[src/rtl/gmii_video_pkg.sv]
// Shared layout of the 29-bit video FIFO word between the GMII receive parser
// and the line-buffer writer.
package gmii_video_pkg;

    localparam int VW_W          = 29;
    localparam int VW_RSV        = 28;
    localparam int VW_X          = 27;
    localparam int VW_Y_HI       = 26;
    localparam int VW_Y_LO       = 16;
    localparam int VW_D_HI       = 15;
    localparam int VW_D_LO       = 0;

    localparam int Y_W           = 11;
    localparam int WORDS_PER_SEG = 600;

    function automatic logic [VW_W-1:0] vw_pack(input logic rsv, input logic x,
                                                input logic [Y_W-1:0] y,
                                                input logic [15:0] d);
        return {rsv, x, y, d};
    endfunction

endpackage

[src/rtl/fifo2linebuf_seg.sv]
// Segment tracker: decides write/discard for each popped word, computes the
// line-RAM address and tracks which halves of the current line are complete.
module fifo2linebuf_seg
    import gmii_video_pkg::*;
#(
    parameter int WORDS_PER_SEG = gmii_video_pkg::WORDS_PER_SEG,
    parameter int ADDR_W        = 11
) (
    input  logic              clk,
    input  logic              rst_n,
    input  logic              valid_i,
    input  logic              rsv_i,
    input  logic              x_i,
    input  logic [Y_W-1:0]    y_i,
    output logic              we_o,
    output logic [ADDR_W-1:0] addr_o,
    output logic              err_o,
    output logic              done_o
);

    localparam int CNT_W = $clog2(WORDS_PER_SEG + 1);
    localparam logic [CNT_W-1:0] CNT_FULL = CNT_W'(WORDS_PER_SEG);
    localparam logic [CNT_W-1:0] CNT_LAST = CNT_W'(WORDS_PER_SEG - 1);

    logic             open_q, open_d;
    logic             x_q, x_d;
    logic [Y_W-1:0]   y_q, y_d;
    logic [CNT_W-1:0] cnt_q, cnt_d;
    logic [1:0]       mask_q, mask_d;
    logic [Y_W-1:0]   line_q, line_d;

    logic [CNT_W-1:0] wcnt;
    logic             new_seg;
    logic [1:0]       mask_base;
    logic [1:0]       mask_new;

    always_ff @(posedge clk or negedge rst_n) begin
        if (!rst_n) begin
            open_q <= 1'b0;
            x_q    <= 1'b0;
            y_q    <= '0;
            cnt_q  <= '0;
            mask_q <= 2'b00;
            line_q <= '0;
        end else begin
            open_q <= open_d;
            x_q    <= x_d;
            y_q    <= y_d;
            cnt_q  <= cnt_d;
            mask_q <= mask_d;
            line_q <= line_d;
        end
    end

    always_comb begin
        open_d    = open_q;
        x_d       = x_q;
        y_d       = y_q;
        cnt_d     = cnt_q;
        mask_d    = mask_q;
        line_d    = line_q;
        we_o      = 1'b0;
        err_o     = 1'b0;
        done_o    = 1'b0;
        wcnt      = cnt_q;
        new_seg   = !open_q || (x_i != x_q) || (y_i != y_q);
        mask_base = 2'b00;
        mask_new  = 2'b00;

        // A reserved-bit word is dropped without touching the open segment,
        // so a key change carried by it never also counts as a short segment.
        if (valid_i) begin
            if (rsv_i) begin
                err_o = 1'b1;
            end else if (new_seg) begin
                err_o  = open_q && (cnt_q < CNT_FULL);
                open_d = 1'b1;
                x_d    = x_i;
                y_d    = y_i;
                wcnt   = '0;
                we_o   = 1'b1;
            end else if (cnt_q < CNT_FULL) begin
                we_o = 1'b1;
            end else begin
                err_o = 1'b1;
            end

            if (we_o) begin
                cnt_d = wcnt + 1'b1;
                if (wcnt == CNT_LAST) begin
                    mask_base = (line_q == y_i) ? mask_q : 2'b00;
                    mask_new  = mask_base | (x_i ? 2'b10 : 2'b01);
                    line_d    = y_i;
                    if (mask_new == 2'b11) begin
                        done_o = 1'b1;
                        mask_d = 2'b00;
                    end else begin
                        mask_d = mask_new;
                    end
                end
            end
        end
    end

    assign addr_o = (x_i ? ADDR_W'(WORDS_PER_SEG) : '0) + ADDR_W'(wcnt);

endmodule

[src/rtl/fifo2linebuf.sv]
// Video FIFO consumer: pops 29-bit words and writes pixel pairs into the
// banked line-buffer RAM, pulsing line_done when both halves of a line landed.
module fifo2linebuf
    import gmii_video_pkg::*;
#(
    parameter int WORDS_PER_SEG = gmii_video_pkg::WORDS_PER_SEG,
    parameter int ADDR_W        = 11,
    parameter int BANK_W        = 1,
    parameter int ERR_W         = 16
) (
    input  logic              clk125,
    input  logic              sys_rst_n,
    input  logic [VW_W-1:0]   fifo_dout,
    input  logic              fifo_empty,
    output logic              fifo_rd_en,
    input  logic              hold,
    output logic              buf_we,
    output logic [BANK_W-1:0] buf_bank,
    output logic [ADDR_W-1:0] buf_addr,
    output logic [15:0]       buf_wdata,
    output logic              line_done,
    output logic [Y_W-1:0]    line_y,
    output logic [ERR_W-1:0]  err_cnt
);

    logic              en_q;
    logic              rd_q;
    logic              we_q;
    logic [BANK_W-1:0] bank_q;
    logic [ADDR_W-1:0] addr_q;
    logic [15:0]       wdata_q;
    logic              done_q;
    logic [Y_W-1:0]    done_y_q;
    logic              line_done_q;
    logic [Y_W-1:0]    line_y_q;
    logic [ERR_W-1:0]  err_q;

    logic              seg_we;
    logic [ADDR_W-1:0] seg_addr;
    logic              seg_err;
    logic              seg_done;
    logic [Y_W-1:0]    word_y;

    assign word_y = fifo_dout[VW_Y_HI:VW_Y_LO];

    // en_q keeps pops off until the first clock after reset release.
    assign fifo_rd_en = en_q && !fifo_empty && !hold;

    fifo2linebuf_seg #(
        .WORDS_PER_SEG (WORDS_PER_SEG),
        .ADDR_W        (ADDR_W)
    ) u_seg (
        .clk     (clk125),
        .rst_n   (sys_rst_n),
        .valid_i (rd_q),
        .rsv_i   (fifo_dout[VW_RSV]),
        .x_i     (fifo_dout[VW_X]),
        .y_i     (word_y),
        .we_o    (seg_we),
        .addr_o  (seg_addr),
        .err_o   (seg_err),
        .done_o  (seg_done)
    );

    always_ff @(posedge clk125 or negedge sys_rst_n) begin
        if (!sys_rst_n) begin
            en_q        <= 1'b0;
            rd_q        <= 1'b0;
            we_q        <= 1'b0;
            bank_q      <= '0;
            addr_q      <= '0;
            wdata_q     <= '0;
            done_q      <= 1'b0;
            done_y_q    <= '0;
            line_done_q <= 1'b0;
            line_y_q    <= '0;
            err_q       <= '0;
        end else begin
            en_q        <= 1'b1;
            rd_q        <= fifo_rd_en;
            we_q        <= seg_we;
            done_q      <= seg_done;
            line_done_q <= done_q;
            if (seg_we) begin
                bank_q  <= word_y[BANK_W-1:0];
                addr_q  <= seg_addr;
                wdata_q <= fifo_dout[VW_D_HI:VW_D_LO];
            end
            if (seg_done) begin
                done_y_q <= word_y;
            end
            if (done_q) begin
                line_y_q <= done_y_q;
            end
            if (seg_err && (err_q != '1)) begin
                err_q <= err_q + 1'b1;
            end
        end
    end

    assign buf_we    = we_q;
    assign buf_bank  = bank_q;
    assign buf_addr  = addr_q;
    assign buf_wdata = wdata_q;
    assign line_done = line_done_q;
    assign line_y    = line_y_q;
    assign err_cnt   = err_q;

endmodule

[config.mk]
export PLATFORM = sky130hd
export DESIGN_NAME = fifo2linebuf
export DESIGN_NICKNAME = d
export VERILOG_FILES = /design/src/rtl/gmii_video_pkg.sv /design/src/rtl/fifo2linebuf_seg.sv /design/src/rtl/fifo2linebuf.sv
export SDC_FILE = /design/constraint.sdc
export NUM_CORES = 1
export LEC_CHECK = 0
export BUFFER_PORTS_ARGS = -buffer_cell sky130_fd_sc_hd__buf_2
export CELL_PAD_IN_SITES_DETAIL_PLACEMENT = 1
export CELL_PAD_IN_SITES_GLOBAL_PLACEMENT = 2
export CORE_ASPECT_RATIO = 0.5
export CORE_MARGIN = 1.5
export CORE_UTILIZATION = 30
export CTS_BUF_LIST = sky130_fd_sc_hd__clkbuf_4
export DETAILED_ROUTE_END_ITERATION = 7
export PLACE_DENSITY = 0.83
export SETUP_SLACK_MARGIN = 0.3
export SKIP_LAST_GASP = 1
export SYNTH_ARGS = -nofsm -noshare
export SYNTH_HDL_FRONTEND = slang
export SYNTH_SLANG_ARGS = --single-unit
[constraint.sdc]
create_clock -name clk125 -period 2.8 [get_ports clk125]
set_input_delay 0.28 -clock clk125 [delete_from_list [all_inputs] [get_ports clk125]]
set_output_delay 0.28 -clock clk125 [all_outputs]
set_load 0.02 [all_outputs]
==> results of run 1 <==
## critical path, stage by stage, from the launching register on
cell and delay (ns):
dfrtp_1 0.44, xnor2_1 0.17, nand4_1 0.12, or4_4 0.49, and2_4 0.19, nor2b_1 0.11, ha_2 0.20, nand2_2 0.07
nor3_2 0.11, nand4_1 0.17, a21oi_4 0.22, and3_4 0.30, mux2_4 0.31
## placed cells by master, fill, tap and decap left out, drive strengths merged, types with 13 or more instances in the layout
| master | n |
|---|---|
| nand4 | 13 |
| dfrtp | 107 |
| nand3 | 15 |
| o21ai | 14 |
| nand2 | 124 |
| a21oi | 14 |
| mux2 | 39 |
| buf | 135 |
| dlygate4sd3 | 19 |
| xnor2 | 35 |
## power by group through the flow
stage | sequential, mW | combinational, mW | clock (mW)
final | 1.79 | 0.643 | 0.767
after global routing | 1.81 | 0.705 | 0.860
after CTS | 1.79 | 0.619 | 0.807
after detailed placement | 1.81 | 0.583 | 0
after global placement | 1.81 | 0.568 | 0
after floorplan | 1.91 | 0.209 | 0
## per-layer routing
metal	up-vias	track usage	share of wire
met5	-	0	0
met4	0	0.0285	0.011
met3	13	0.0349	0.031
met2	58	0.281	0.48
met1	1955	0.211	0.48
li1	1866	-	-
## timing repair
| item | CTS | global route |
|---|---|---|
| setup buffers | 7 | 6 |
| gates cloned | 1 | 1 |
| hold endpoints to repair | 61 | 0 |
| pin swaps | 11 | 13 |
| gates resized for setup | 24 | 38 |
| endpoints found under the setup margin | 35 | 79 |
| hold buffers | 19 | 0 |
## kinds of logic after synthesis
family                     synth area share
and+or+nand+nor                       0.187
DFF                                   0.540
AOI/OAI and AO/OA                    0.0573
xor gates and xnor gates             0.0707
muxes                                0.0989
buffers and inverters                0.0260
adders and majority gates            0.0192
other                              0.000756
## area by class of cell
class / count / area (um^2) / share of cell area
sequential: 107 / 2680 / 0.408
multi-input combinational: 335 / 2410 / 0.367
timing repair buffer: 154 / 1040 / 0.158
tap: 221 / 277 / 0.0421
clock buffer: 10 / 75.1 / 0.0114
clock inverter: 6 / 56.3 / 0.00857
inverter: 7 / 31.3 / 0.00476
## flip-flops by register name (all words and copies together) (netlist names), 10 cells and up
name,flops
buf_wdata,16
err_cnt,16
buf_addr,11
done_y_q,11
line_y,11
u_seg.line_q,11
u_seg.y_q,11
u_seg.cnt_q,10
## cells in the mapped netlist (5+ instances only)
cell type,n,share of area
and3_1,8,0.010
buf_2,6,0.0061
mux2_4,11,0.033
xor2_1,5,0.0088
a21oi_1,13,0.013
nand4_1,13,0.016
mux2_2,28,0.064
nor3_1,7,0.0071
nand3_1,14,0.014
clkbuf_1,10,0.0076
dfrtp_1,107,0.54
o21ai_0,13,0.013
xnor2_1,35,0.062
nand2_1,124,0.094
ha_1,6,0.015
inv_1,6,0.0045
nor2_1,10,0.0076
and2_1,10,0.013
## path summary, 6_finish.rpt
kind / from / end / slack, ns / cells after the start
worst min register to register: buf_wdata[11]$_DFFE_PN0P_ / buf_wdata[11]$_DFFE_PN0P_ / 0.49 / 2
worst min-delay path: fifo_dout[18] / u_seg.y_q[2]$_DFFE_PN0P_ / 0.16 / 4
worst max-delay path: u_seg.y_q[8]$_DFFE_PN0P_ / done_y_q[1]$_DFFE_PN0P_ / -0.20 / 12
min in group asynchronous: sys_rst_n / buf_wdata[3]$_DFFE_PN0P_ / 0.34 / 2
max in group asynchronous: sys_rst_n / err_cnt[10]$_DFFE_PN0P_ / 1.70 / 3
worst max register to register: u_seg.y_q[8]$_DFFE_PN0P_ / done_y_q[1]$_DFFE_PN0P_ / -0.20 / 12
## metrics by stage
stage,hold WS [ns],TNS [ns]
after floorplan,-0.0156,-3.81
after global placement,0.339,-4.39
after detailed placement,0.346,-7.68
after CTS,0.138,-4.77
after global routing,0.142,-8.99
final,0.158,-4.15
==> flow_summary_export.csv, run 1 <==
group,metric,value,unit
grt,grt_max_degree,64,
status,violations,"negative setup slack",
routing,dr.pass1.iters,4,
clock_tree,clockBufferDepth,2,
synth,async_reset_ff_frac,1.00,
routing,wirelength,13200,um
synth,netlist_area,4960,um^2
cells_and_area,stdcell_count,840,
synth,synth_cells,467,
cells_and_area,design_area,6570,um^2
routing,ant_nets,0,
pwr,cell_internal_pwr,2.17,mW
cells_and_area,final_nets,654,
routing,dr_total_vias,3892,
pwr,seq_power_share,0.559,
placed_design,place_hpwl,9150,um
floorplan,row_count,32,
critical_path,start_kind,"flip-flop",
sta,clock_skew,0.0189,ns
routing,viasPerCell,4.63,
sta,report.final.hold_viol_count,0,
placed_design,port_buffers,90,
clock_tree,cts_buffers,9,
pwr,switchingPower,1.03,mW
pwr,clockPowerShare,0.240,
grt,grt_pass1_vias,4194,
cells_and_area,n_fill_cell,1799,
job,drv_cap,0,
critical_path,required,3.18,ns
floorplan,initial_utilization,0.314,
worst_hold_path,worstHoldPathType,"in2reg",
floorplan,die_area,17400,um^2
placed_design,place_area,5850,um^2
synth,synth-seq-cells,107,
sta,slew_violations,0,
grt,antenna_found_initial,0,
placed_design,post-place-ws,-0.374,ns
synth,ys_seq_area_frac,0.540,
synth,synth_flop_cell,"dfrtp_1",
sta,layout_min_cycle_time,3.00,ns
routing,wl_per_cell,15.7,um
clock_tree,path_clk_slew,0.17,ns
sta,post-route-period-util,1.07,
synth,synth_nets,507,
sta,layout_setup_ws,-0.199,ns
floorplan,die_x,185,um
routing,route.detailed.drc,0,
cells_and_area,diodes,0,
clock_tree,cts_tree,"yes",
synth,ys_warn_count,0,
sta,grt_setup_unrepaired,"true",
critical_path,crit_arrival,3.38,ns
grt,grt_overflow,0,
sta,tightest_slew,0.614,ns
clock_tree,clkLatencyLatePin,0.47,ns
clock_tree,cts-root-buf,"clkbuf_4",
synth,synth_area_per_cell,10.6,um^2
synth,synth.distinct_cells,47,
cells_and_area,area_growth,32.5,%
floorplan,io_pins,91,
pwr,p_total,3.20,mW
pwr,p_sw_frac,0.323,
pwr,p_leak,3.19,nW
synth,synth_edf_count,0,
routing,drt_iter0_drc,171,
floorplan,die_y,93.9,um
sta,max_freq,0.333,GHz
critical_path,worst_setup_path_end_kind,"flip-flop",
placed_design,dp.cells,790,
pwr,cellPowerDensity,487,nW/um^2
pwr,peakVddDrop,0.203,mV
placed_design,place.gp.congestion,0.761,
sta,slew_headroom,0.591,
grt,grt_pass1_wl,22000,um
critical_path,critPathKind,"reg2reg",
grt,gr-usage-all-layers,0.162,
cells_and_area,drive_gt1_frac,0.378,
status,status,"finished with violations",
clock_tree,htreeDepth,3,
floorplan,coreArea,15800,um^2
pwr,p_comb_frac,0.201,
critical_path,path_max_fanout,6,
sta,setup_viol,27,
clock_tree,cts_sinks,107,
cells_and_area,fin_util,0.416,
(Power assumes the default switching activity.)
==> inputs of run 2 (changes only) <==
--- a/config.mk
+++ b/config.mk
@@ -11,9 +11,8 @@
 export CORE_ASPECT_RATIO = 0.5
 export CORE_MARGIN = 1.5
 export CORE_UTILIZATION = 30
-export CTS_BUF_LIST = sky130_fd_sc_hd__clkbuf_4
 export DETAILED_ROUTE_END_ITERATION = 7
-export PLACE_DENSITY = 0.83
+export PLACE_DENSITY = 0.7
 export SETUP_SLACK_MARGIN = 0.3
 export SKIP_LAST_GASP = 1
 export SYNTH_ARGS = -nofsm -noshare
==> flow_summary_export.csv, run 2 (synthesis results as in run 1) <==
group,metric,value,unit
grt,grt_pass1_wl,20800,um
pwr,p_leak,3.15,nW
routing,met3WireLength,570,um
routing,dr_total_vias,3826,
clock_tree,cts-root-buf,"clkbuf_16",
sta,tightest_slew,0.524,ns
cells_and_area,fin_util,0.403,
critical_path,reg2reg_from,"u_seg.y_q[10]$_DFFE_PN0P_",
sta,slew_headroom,0.648,
sta,post-route-period-util,1.10,
grt,grt_pass1_vias,3875,
critical_path,reg2regPathDepth,13,
clock_tree,cts_tree,"yes",
placed_design,place_hpwl,8930,um
routing,m1WireLength,6480,um
critical_path,crit_arrival,3.31,ns
critical_path,path_max_fanout,14,
critical_path,worstPathCellList,"xnor2_1 -> nand3_1 -> or4_4 -> and2_4 -> nor2b_4 -> ha_4 -> nand2_4 -> nor3_4 -> nand4_1 -> a21oi_4 -> buf_4 -> buf_12 -> mux2_2",
worst_hold_path,hp-start,"fifo_empty",
pwr,peakVddDrop,0.329,mV
grt,grt_max_degree,66,
cells_and_area,final_cell_mix,"nand2_1 (122), dfrtp_1 (107), buf_2 (89)",
grt,grt_overflow,0,
clock_tree,clkLatencyLatePin,0.36,ns
critical_path,critPathKind,"reg2reg",
placed_design,port_buffers,90,
worst_hold_path,worstHoldPathType,"in2reg",
routing,wirelength,12900,um
sta,slew_violations,0,
floorplan,coreArea,15800,um^2
floorplan,row_count,32,
job,drv_cap,0,
sta,fin_tns_setup,-6.45,ns
critical_path,required,3.04,ns
clock_tree,path_clk_slew,0.08,ns
grt,antenna_found_initial,0,
critical_path,r2r-end,"u_seg.line_q[10]$_DFFE_PN0P_",
routing,dr.pass1.iters,4,
floorplan,die_area,17400,um^2
worst_hold_path,min_path_cells,2,
floorplan,initial_utilization,0.314,
sta,clock_skew,0.0122,ns
cells_and_area,n_fill_cell,1807,
routing,route.detailed.drc,0,
routing,drt_iter0_drc,123,
cells_and_area,diodes,0,
critical_path,start_kind,"flip-flop",
cells_and_area,final_common_cell,"nand2_1",
clock_tree,cts_buffers,9,
status,status,"finished with violations",
sta,setup_viol,30,
critical_path,r2r_setup_slack,-0.27,ns
routing,viasPerCell,4.69,
routing,dr_wl_met2,5730,um
floorplan,io_pins,91,
routing,wl_per_cell,15.8,um
critical_path,worst_setup_path_end_kind,"flip-flop",
sta,grt_setup_unrepaired,"true",
placed_design,dp.cells,794,
floorplan,die_x,185,um
clock_tree,clockBufferDepth,2,
cells_and_area,area_growth,28.1,%
critical_path,critPathBufInv,2,
sta,layout_min_cycle_time,3.07,ns
cells_and_area,drive_gt1_frac,0.356,
grt,gr-usage-all-layers,0.157,
sta,report.final.hold_viol_count,0,
sta,max_freq,0.326,GHz
critical_path,crit_slowest_cell,"or4_4",
critical_path,path_delay_family,"simple AND/OR/NAND/NOR gates",
clock_tree,htreeDepth,3,
status,violations,"negative setup slack",
routing,ant_nets,0,
floorplan,die_y,93.9,um
pwr,cellPowerDensity,577,nW/um^2
clock_tree,cts_sinks,107,
cells_and_area,stdcell_count,816,
cells_and_area,final_nets,630,
critical_path,slowest_delay,0.53,ns
placed_design,place.gp.congestion,0.770,
worst_hold_path,holdPathEnd,"rd_q$_DFF_PN0_",
sta,layout_setup_ws,-0.272,ns
routing,maxUsedRoutingLayer,"met4",
## run 2: changes by cell type in the layout (fill, tap and decap cells not counted), moves of 4 or more
cell,previous run,this run
nor3_1,2,6
clkbuf_4,10,0
buf_6,4,0
clkbuf_16,0,9
dlygate4sd3_1,19,1
## run 2: worst reg2reg max path: stages (launching register included)
cell	delay [ns]
dfrtp_1	0.40
xnor2_1	0.13
nand3_1	0.11
or4_4	0.53
and2_4	0.20
nor2b_4	0.14
ha_4	0.17
nand2_4	0.07
nor3_4	0.19
nand4_1	0.15
a21oi_4	0.21
buf_4	0.16
buf_12	0.14
mux2_2	0.34
## run 2: how the worst max path moves through the flow
stage / from / endpoint / slack [ns] / cells after the start
3_3_place_gp: fifo_dout[21] / done_y_q[0]$_DFFE_PN0P_ / -0.30 / 13
4_1_cts: u_seg.y_q[2]$_DFFE_PN0P_ / done_y_q[4]$_DFFE_PN0P_ / -0.26 / 12
6_report: u_seg.y_q[10]$_DFFE_PN0P_ / u_seg.line_q[10]$_DFFE_PN0P_ / -0.27 / 13
5_1_grt: u_seg.y_q[2]$_DFFE_PN0P_ / u_seg.line_q[9]$_DFFE_PN0P_ / -0.42 / 13
3_5_place_dp: fifo_dout[18] / done_y_q[0]$_DFFE_PN0P_ / -0.44 / 13
2_1_floorplan: u_seg.y_q[2]$_DFFE_PN0P_ / done_y_q[10]$_DFFE_PN0P_ / -0.24 / 14
## run 2: repair_timing
| action | 4_1_cts | 5_1_grt |
|---|---|---|
| pin swaps | 7 | 7 |
| resized for setup | 11 | 16 |
| endpoints found under the setup margin | 35 | 41 |
| buffers inserted | 2 | 2 |
| hold buffers | 1 | 0 |
| gates cloned | 1 | 0 |
| hold endpoints to repair | 15 | 0 |
## run 2: power breakdown
group          internal, mW  switching [mW]  total (mW)
combinational         0.260           0.355       0.615
sequential             1.68           0.112        1.79
clock                 0.639           0.617        1.26
## run 2: area by class of cell
class / instances / area, um^2 / share of cell area
Timing Repair Buffer: 130 / 793 / 0.125
Inverter: 7 / 28.8 / 0.00453
Sequential cell: 107 / 2680 / 0.422
Tap cell: 221 / 277 / 0.0435
Clock inverter: 5 / 41.3 / 0.00650
Clock buffer: 11 / 243 / 0.0382
Multi-Input combinational cell: 335 / 2290 / 0.361
## run 2: layer usage
metal / vias up / GRT usage
met3: 12 / 0.0419
met4: 0 / 0.0379
li1: 1820 / -
met1: 1926 / 0.218
met5: - / 0
met2: 68 / 0.244
## run 2: per-stage QoR
step                area, um^2  setup slack (ns)  power, mW  hold WS [ns]
CTS                       6260            -0.258       3.70        0.0776
global placement          5900            -0.300       2.40         0.163
global route              6350            -0.422       3.85        0.0876
finish                    6350            -0.272       3.66        0.0902
detailed placement        5900            -0.437       2.41         0.169
floorplan                 4990            -0.243       2.12       -0.0156
